--- src/rtl/seven_seg_scanner.sv ---
// seven_seg_scanner: six-digit multiplexed seven-segment driver with dead time, leading-zero blank and blinking colon.
module seven_seg_scanner #(
  parameter logic [31:0] SCAN_DIV     = 32'd50000,
  parameter logic [15:0] BLINK_FRAMES = 16'd100
) (
  input  logic       clk,
  input  logic       reset,
  input  logic [3:0] sec_ones,
  input  logic [3:0] sec_tens,
  input  logic [3:0] min_ones,
  input  logic [3:0] min_tens,
  input  logic [3:0] hour_ones,
  input  logic [3:0] hour_tens,
  input  logic       blank_lz,
  input  logic       colon_en,
  output logic [5:0] an,
  output logic [6:0] seg,
  output logic       dp,
  output logic       frame_done
);
  localparam logic [6:0] SEG_LUT [16] = '{
    7'h40, 7'h79, 7'h24, 7'h30, 7'h19, 7'h12, 7'h02, 7'h78,
    7'h00, 7'h10, 7'h7F, 7'h7F, 7'h7F, 7'h7F, 7'h7F, 7'h7F
  };
  logic [31:0] r_pre;
  logic [2:0]  r_idx;
  logic [3:0]  r_sh [6];
  logic        r_ph;
  logic [15:0] r_fc;
  logic        w_start, w_tc, w_fend, w_blank, w_fc_tc;
  logic [3:0]  w_dig;
  assign w_start = r_pre == 32'd0;
  assign w_tc    = r_pre == SCAN_DIV - 32'd1;
  assign w_fend  = w_tc && r_idx == 3'd5;
  assign w_fc_tc = r_fc == BLINK_FRAMES - 16'd1;
  assign w_dig   = r_sh[r_idx];
  // blank_lz is live while the hour_tens digit comes from the frame's shadow
  assign w_blank = blank_lz && r_sh[5] == 4'd0 && r_idx == 3'd5;
  always_ff @(posedge clk) begin
    if (reset) begin
      r_pre      <= '0;
      r_idx      <= '0;
      r_sh       <= '{default: '0};
      r_ph       <= 1'b0;
      r_fc       <= '0;
      an         <= '1;
      seg        <= 7'h7F;
      dp         <= 1'b1;
      frame_done <= 1'b0;
    end else begin
      r_pre <= w_tc ? '0 : r_pre + 32'd1;
      if (w_tc) r_idx <= r_idx == 3'd5 ? '0 : r_idx + 3'd1;
      if (w_start && r_idx == 3'd0)
        r_sh <= '{sec_ones, sec_tens, min_ones, min_tens, hour_ones, hour_tens};
      if (w_fend) begin
        r_fc <= w_fc_tc ? '0 : r_fc + 16'd1;
        if (w_fc_tc) r_ph <= ~r_ph;
      end
      an         <= (w_start || w_blank) ? '1 : ~(6'b1 << r_idx);
      seg        <= SEG_LUT[w_dig];
      dp         <= !(colon_en && r_ph && !w_start && (r_idx == 3'd2 || r_idx == 3'd4));
      frame_done <= w_fend;
    end
  end
endmodule

--- config.mk ---
export PLATFORM = sky130hd
export DESIGN_NAME = seven_seg_scanner
export DESIGN_NICKNAME = d
export VERILOG_FILES = /design/src/rtl/seven_seg_scanner.sv
export SDC_FILE = /design/constraint.sdc
export NUM_CORES = 1
export LEC_CHECK = 0
export BUFFER_PORTS_ARGS = -buffer_cell sky130_fd_sc_hd__buf_2
export CAP_MARGIN = 5
export CORE_MARGIN = 3
export CORE_UTILIZATION = 40
export CTS_BUF_LIST = sky130_fd_sc_hd__clkbuf_4 sky130_fd_sc_hd__clkbuf_8 sky130_fd_sc_hd__clkbuf_16
export DETAILED_ROUTE_END_ITERATION = 16
export PLACE_DENSITY = 0.57
export SETUP_SLACK_MARGIN = 0.1
export SYNTH_ARGS = -nofsm -noshare
export SYNTH_HDL_FRONTEND = slang
export SYNTH_SLANG_ARGS = --single-unit
--- constraint.sdc ---
create_clock -name clk -period 3.7 [get_ports clk]
set_input_delay 0.37 -clock clk [delete_from_list [all_inputs] [get_ports clk]]
set_output_delay 0.37 -clock clk [all_outputs]
set_load 0.005 [all_outputs]
After elaboration in Yosys (flattened, before gate mapping)
Memories as Yosys holds them, arrays and structs flattened. A register that Yosys moved wholly into a read port is not among the register bits.
Cells that the tools add are included.

storage, ports and cells
  bits in registers = 84
  ROM bits = 112
  input bits = 28
  output and inout bits = 15
  word-level logic and storage cells = 50
  memories kept = 1

memory list
  name             words  bits a word  rd ports  clocked after memory_dff  write ports  RTL line  RTL
  (no name shown)  16     7            1         1                         0            60        seg <= SEG_LUT[w_dig];

cells by class
  $add $sub $neg = 3
  magnitude comparators = 1
  equal/unequal tests = 5
  shift operators = 1
  mux-type cells = 5
  bitwise gates (word level) = 4
  reductions and logical operators = 17

operator list
  operator                                         number
  adder 32 x 1 -> 32 bit, second input constant    1
  == test 32 x 16 -> 1 bit, second input constant  1
  zero test 32 bit                                 1
  adder 16 x 1 -> 16 bit, second input constant    1
  == test 16 x 7 -> 1 bit, second input constant   1
  2-to-1 mux 16 bit                                1
  binary-select mux 4 bit (select 3 bit)           1
  2-to-1 mux 4 bit                                 2
  logical AND 1 bit                                7
  == test 3 bit, second input constant             2
  inverter 6 bit                                   1
  << shifter 1 x 3 -> 6 bit, first input constant  1
  inverter 4 -> 5 bit                              1
  >= comparator 4 bit, second input constant       1
  zero test 4 bit                                  1
  inverter 3 -> 4 bit                              1
  OR reduction 2 bit                               2
  adder 3 x 1 -> 3 bit, second input constant      1
  == test 3 x 2 -> 1 bit, second input constant    1
  zero test 3 bit                                  1
  2-to-1 mux 3 bit                                 1
  zero test 1 bit                                  2
  logical OR 1 bit                                 2
  AND reduction 2 bit                              1
  inverter 1 bit                                   1

Logic depth before layout (Yosys ltp)
  depth in word-level cells = 5
  gate-level depth with buffers = 9
  mapped depth without buffers = 7

Worst setup path after synthesis
No wires, ideal clock.

  path kind = register to register
  start = register r_idx[0]
  end = register seg[5]
  library setup time = 0.132 ns
  arrival = 2.005 ns
  required time = 3.568 ns
  setup slack = 1.563 ns
  stages on the path, launching flop included = 10
  buffers on the path = 2
  clock period less this slack = 2.137 ns
  path through = dfxtp_1 -> buf_2 -> buf_2 -> mux2i_1 -> o22ai_1 -> nor2_1 -> inv_1 -> ha_1 -> nor4_1 -> a21oi_1

between the ends
  longest elaborated chain between the ends = 5

RTL lines
  element                                              RTL line  RTL
  from (decl)                                          26        logic [2:0] r_idx;
  from (signal assigned)                               52        if (w_tc) r_idx <= r_idx == 3'd5 ? '0 : r_idx + 3'd1;
  inverter 3 -> 4 bit (not written as such)            36        assign w_dig = r_sh[r_idx];
  binary-select mux 4 bit (select 3 bit)               36
  2-to-1 mux 4 bit (not written as such) (2 in a row)  36
  inverter 4 -> 5 bit (not written as such)            60
  to (decl)                                            17        output logic [6:0] seg,

No other way between the ends. The select of a mux whose other input is x is not followed.
A chain may end at the register's enable or synchronous reset.

Worst setup path in the final report
  start = register r_idx[0]
  end = register seg[3]

The elaborated chain is that of the path after synthesis.

==> metrics.cfg <==
[outcome]
status=completed

[logic_synthesis]
postSynthAreaPerCell_um2=8.94
ys_seq_area_frac=0.424
synth_edf_count=0
syn-cell-area_um2=4300
synthArstFlopShare=0
ys_ff_latch=91
syn_inst=481
yosys_warnings=0
synth_fp_nets=518
ys.flop_type=dfxtp_1
ys_types=50

[timing]
worst_pin_slew_ns=0.879
relSlewSlack=0.413
period_needed_ns=2.67
fin_setup_tns_ns=0
setup_violations=0
finalClockSkew_ns=0.0127
timing.fmax_mhz=375
period_share=0.720
rsz0062_at_grt=false
report.final.slew_viol_count=0
hold_violations=0

[clocking]
numCtsBuffers=9
cts_root_buffer=clkbuf_8
clk_latency_ns=0.36
path_clk_slew_ns=0.10
cts_tree=done
holdBufCountCts=0
cts_sinks=91
cts_setup_buffers=0
cts_resized=0
h-tree-depth=3
cts_buffer_depth=2

[power_and_ir_drop]
powerDensity_nw_per_um2=387
leakage_nw=1.74
peakVddDrop_mv=0.192

[floorplan]
start_util=0.415
die_height_um=110
die_width_um=110
ios=43
core_area_um2=10400
dieArea_um2=12000
rows=37

[placed_design]
hpwl_um=6530
dp_cells=638
io_buffer_count=42
placed_area_um2=4590
place.gp.congestion=0.888

[critical_path]
rr_startpoint=r_idx[0]$_SDFFE_PP0N_
crit_fanout=19
crit_path_start_kind=register
crit_required_ns=4.00
crit_start=r_idx[0]$_SDFFE_PP0N_
cp-end-kind=register
cp.arrival_ns=2.97
crit_type=register to register

[finish]
regArea_um2=1820
syn_to_final_growth_pct=11.0
antennaDiodeCount=0
fin_cells=654
nFillCells=1043
drive_above_1_share=0.141
stdcell_area_um2=4770
multi_input_area_um2=2320
nets=550

[worst_hold_path]
min_from=colon_en
hp-class=input port to register

[routing]
wl_um=9310
vias=3465
viasPerCell=5.30
ant_nets=0
drc=0
first_iter_violations=146
wl_per_cell_um=14.2
drtPass1Iterations=5

[grt]
gr-usage-all-layers=0.162
grt_pass1_vias=3406
grt_first_pass_wirelength_um=15800
grt-ovfl-total=0
antenna_found_initial=0
grt_max_degree=46

[flow_run]
drv_cap=0

[power breakdown]
part	internal (mW)	switching, mW	leakage, nW
Sequential	1.02	0.0203	0.741
Combinational	0.0852	0.0987	0.912
Clock	0.259	0.368	0.0869
Total	1.36	0.487	1.74
[path summary, 6_finish.rpt]
path                                     endpoint  slack [ns]  cells after the start
worst max-delay path            seg[3]$_SDFF_PP1_        1.03                      5
worst min-delay path                dp$_SDFF_PP1_        0.21                      2
worst max register to register  seg[3]$_SDFF_PP1_        1.03                      5
worst min register to register      dp$_SDFF_PP1_        0.46                      1
[metrics by stage]
step,util,worst slack [ns],hold WS (ns),power [mW]
4_1_cts,0.460,1.02,0.207,1.87
2_1_floorplan,-,1.56,0.382,1.19
5_1_grt,0.460,0.813,0.226,1.94
6_report,0.460,1.03,0.213,1.85
3_5_place_dp,0.443,1.08,0.440,1.25
3_3_place_gp,0.443,1.10,0.422,1.24
[critical path, stage by stage (launching register included)]
cell       delay, ns
dfxtp_1         0.91
mux4_2          0.60
o2bb2ai_1       0.32
nor3b_1         0.26
o21ai_0         0.30
o31a_1          0.22
[cells in the final DEF, fill, tap and decap left out, types with 2 or more instances in the layout]
cell type,count
nand3b_1,2
xor2_1,13
or2_2,2
and4bb_2,2
clkinv_4,2
or4_1,2
o22ai_1,2
clkbuf_8,9
ha_1,9
o2bb2ai_1,3
buf_4,2
buf_2,42
inv_1,15
o21ai_0,16
nand4_1,20
nor4_1,20
nand3_1,19
o31a_1,2
mux2i_1,32
nor4_2,3
clkinvlp_4,2
nor3_1,8
and2_1,9
nand2_1,23
a21oi_1,20
or3_1,7
nor3b_1,2
xnor2_1,22
inv_6,2
nor2_1,75
dfxtp_1,91
mux4_2,2
nand2b_1,2
and4_1,10
and3_1,8
[cell usage after synthesis (9+ instances only)]
cell type  instances  area share
nor2_1            75       0.065
nand3_1           19       0.022
and4_1            10       0.020
nand2_1           23       0.020
xor2_1            13       0.026
dfxtp_1           91        0.42
nand4_1           20       0.029
mux2i_1           32       0.074
clkbuf_1          14       0.012
inv_1             15       0.013
and2_1             9       0.013
ha_1               9       0.026
xnor2_1           22       0.045
a21oi_1           20       0.023
o21ai_0           16       0.019
nor4_1            20       0.029
[layout make-up]
| class | instances | share of cell area |
|---|---|---|
| Tap cell | 136 | 0.0356 |
| Sequential cell | 91 | 0.382 |
| Timing Repair Buffer | 44 | 0.0472 |
| Clock buffer | 10 | 0.0275 |
| Inverter | 15 | 0.0118 |
| Clock inverter | 6 | 0.0105 |
| Multi-Input combinational cell | 352 | 0.486 |
[layer usage]
metal | global-route usage | part of all wire | up-vias
met5 | 0 | 0 | -
met4 | 0.0641 | 0.011 | 0
met3 | 0.0288 | 0.033 | 11
met2 | 0.248 | 0.46 | 59
met1 | 0.227 | 0.50 | 1621
li1 | - | - | 1774
[cell families (layout without fill, tap and decap cells)]
logic type                 count (synthesis)  count (layout)  synth area share
muxes                                     35              35            0.0876
AOI/OAI and AO/OA                         50              50            0.0701
adders and majority gates                  9               9            0.0262
xor gates and xnor gates                  35              35            0.0713
and+or+nand+nor                          223             223             0.283
DFF                                       91              91             0.424
buffers and inverters                     38              75            0.0384
[registers in the layout (all words and copies together), names as in the netlist]
signal      flops
dp              1
frame_done      1
r_pre          32
an              6
r_idx           3
r_sh           24
r_ph            1
seg             7
r_fc           16
No activity file was read; power rests on OpenSTA's default activity.
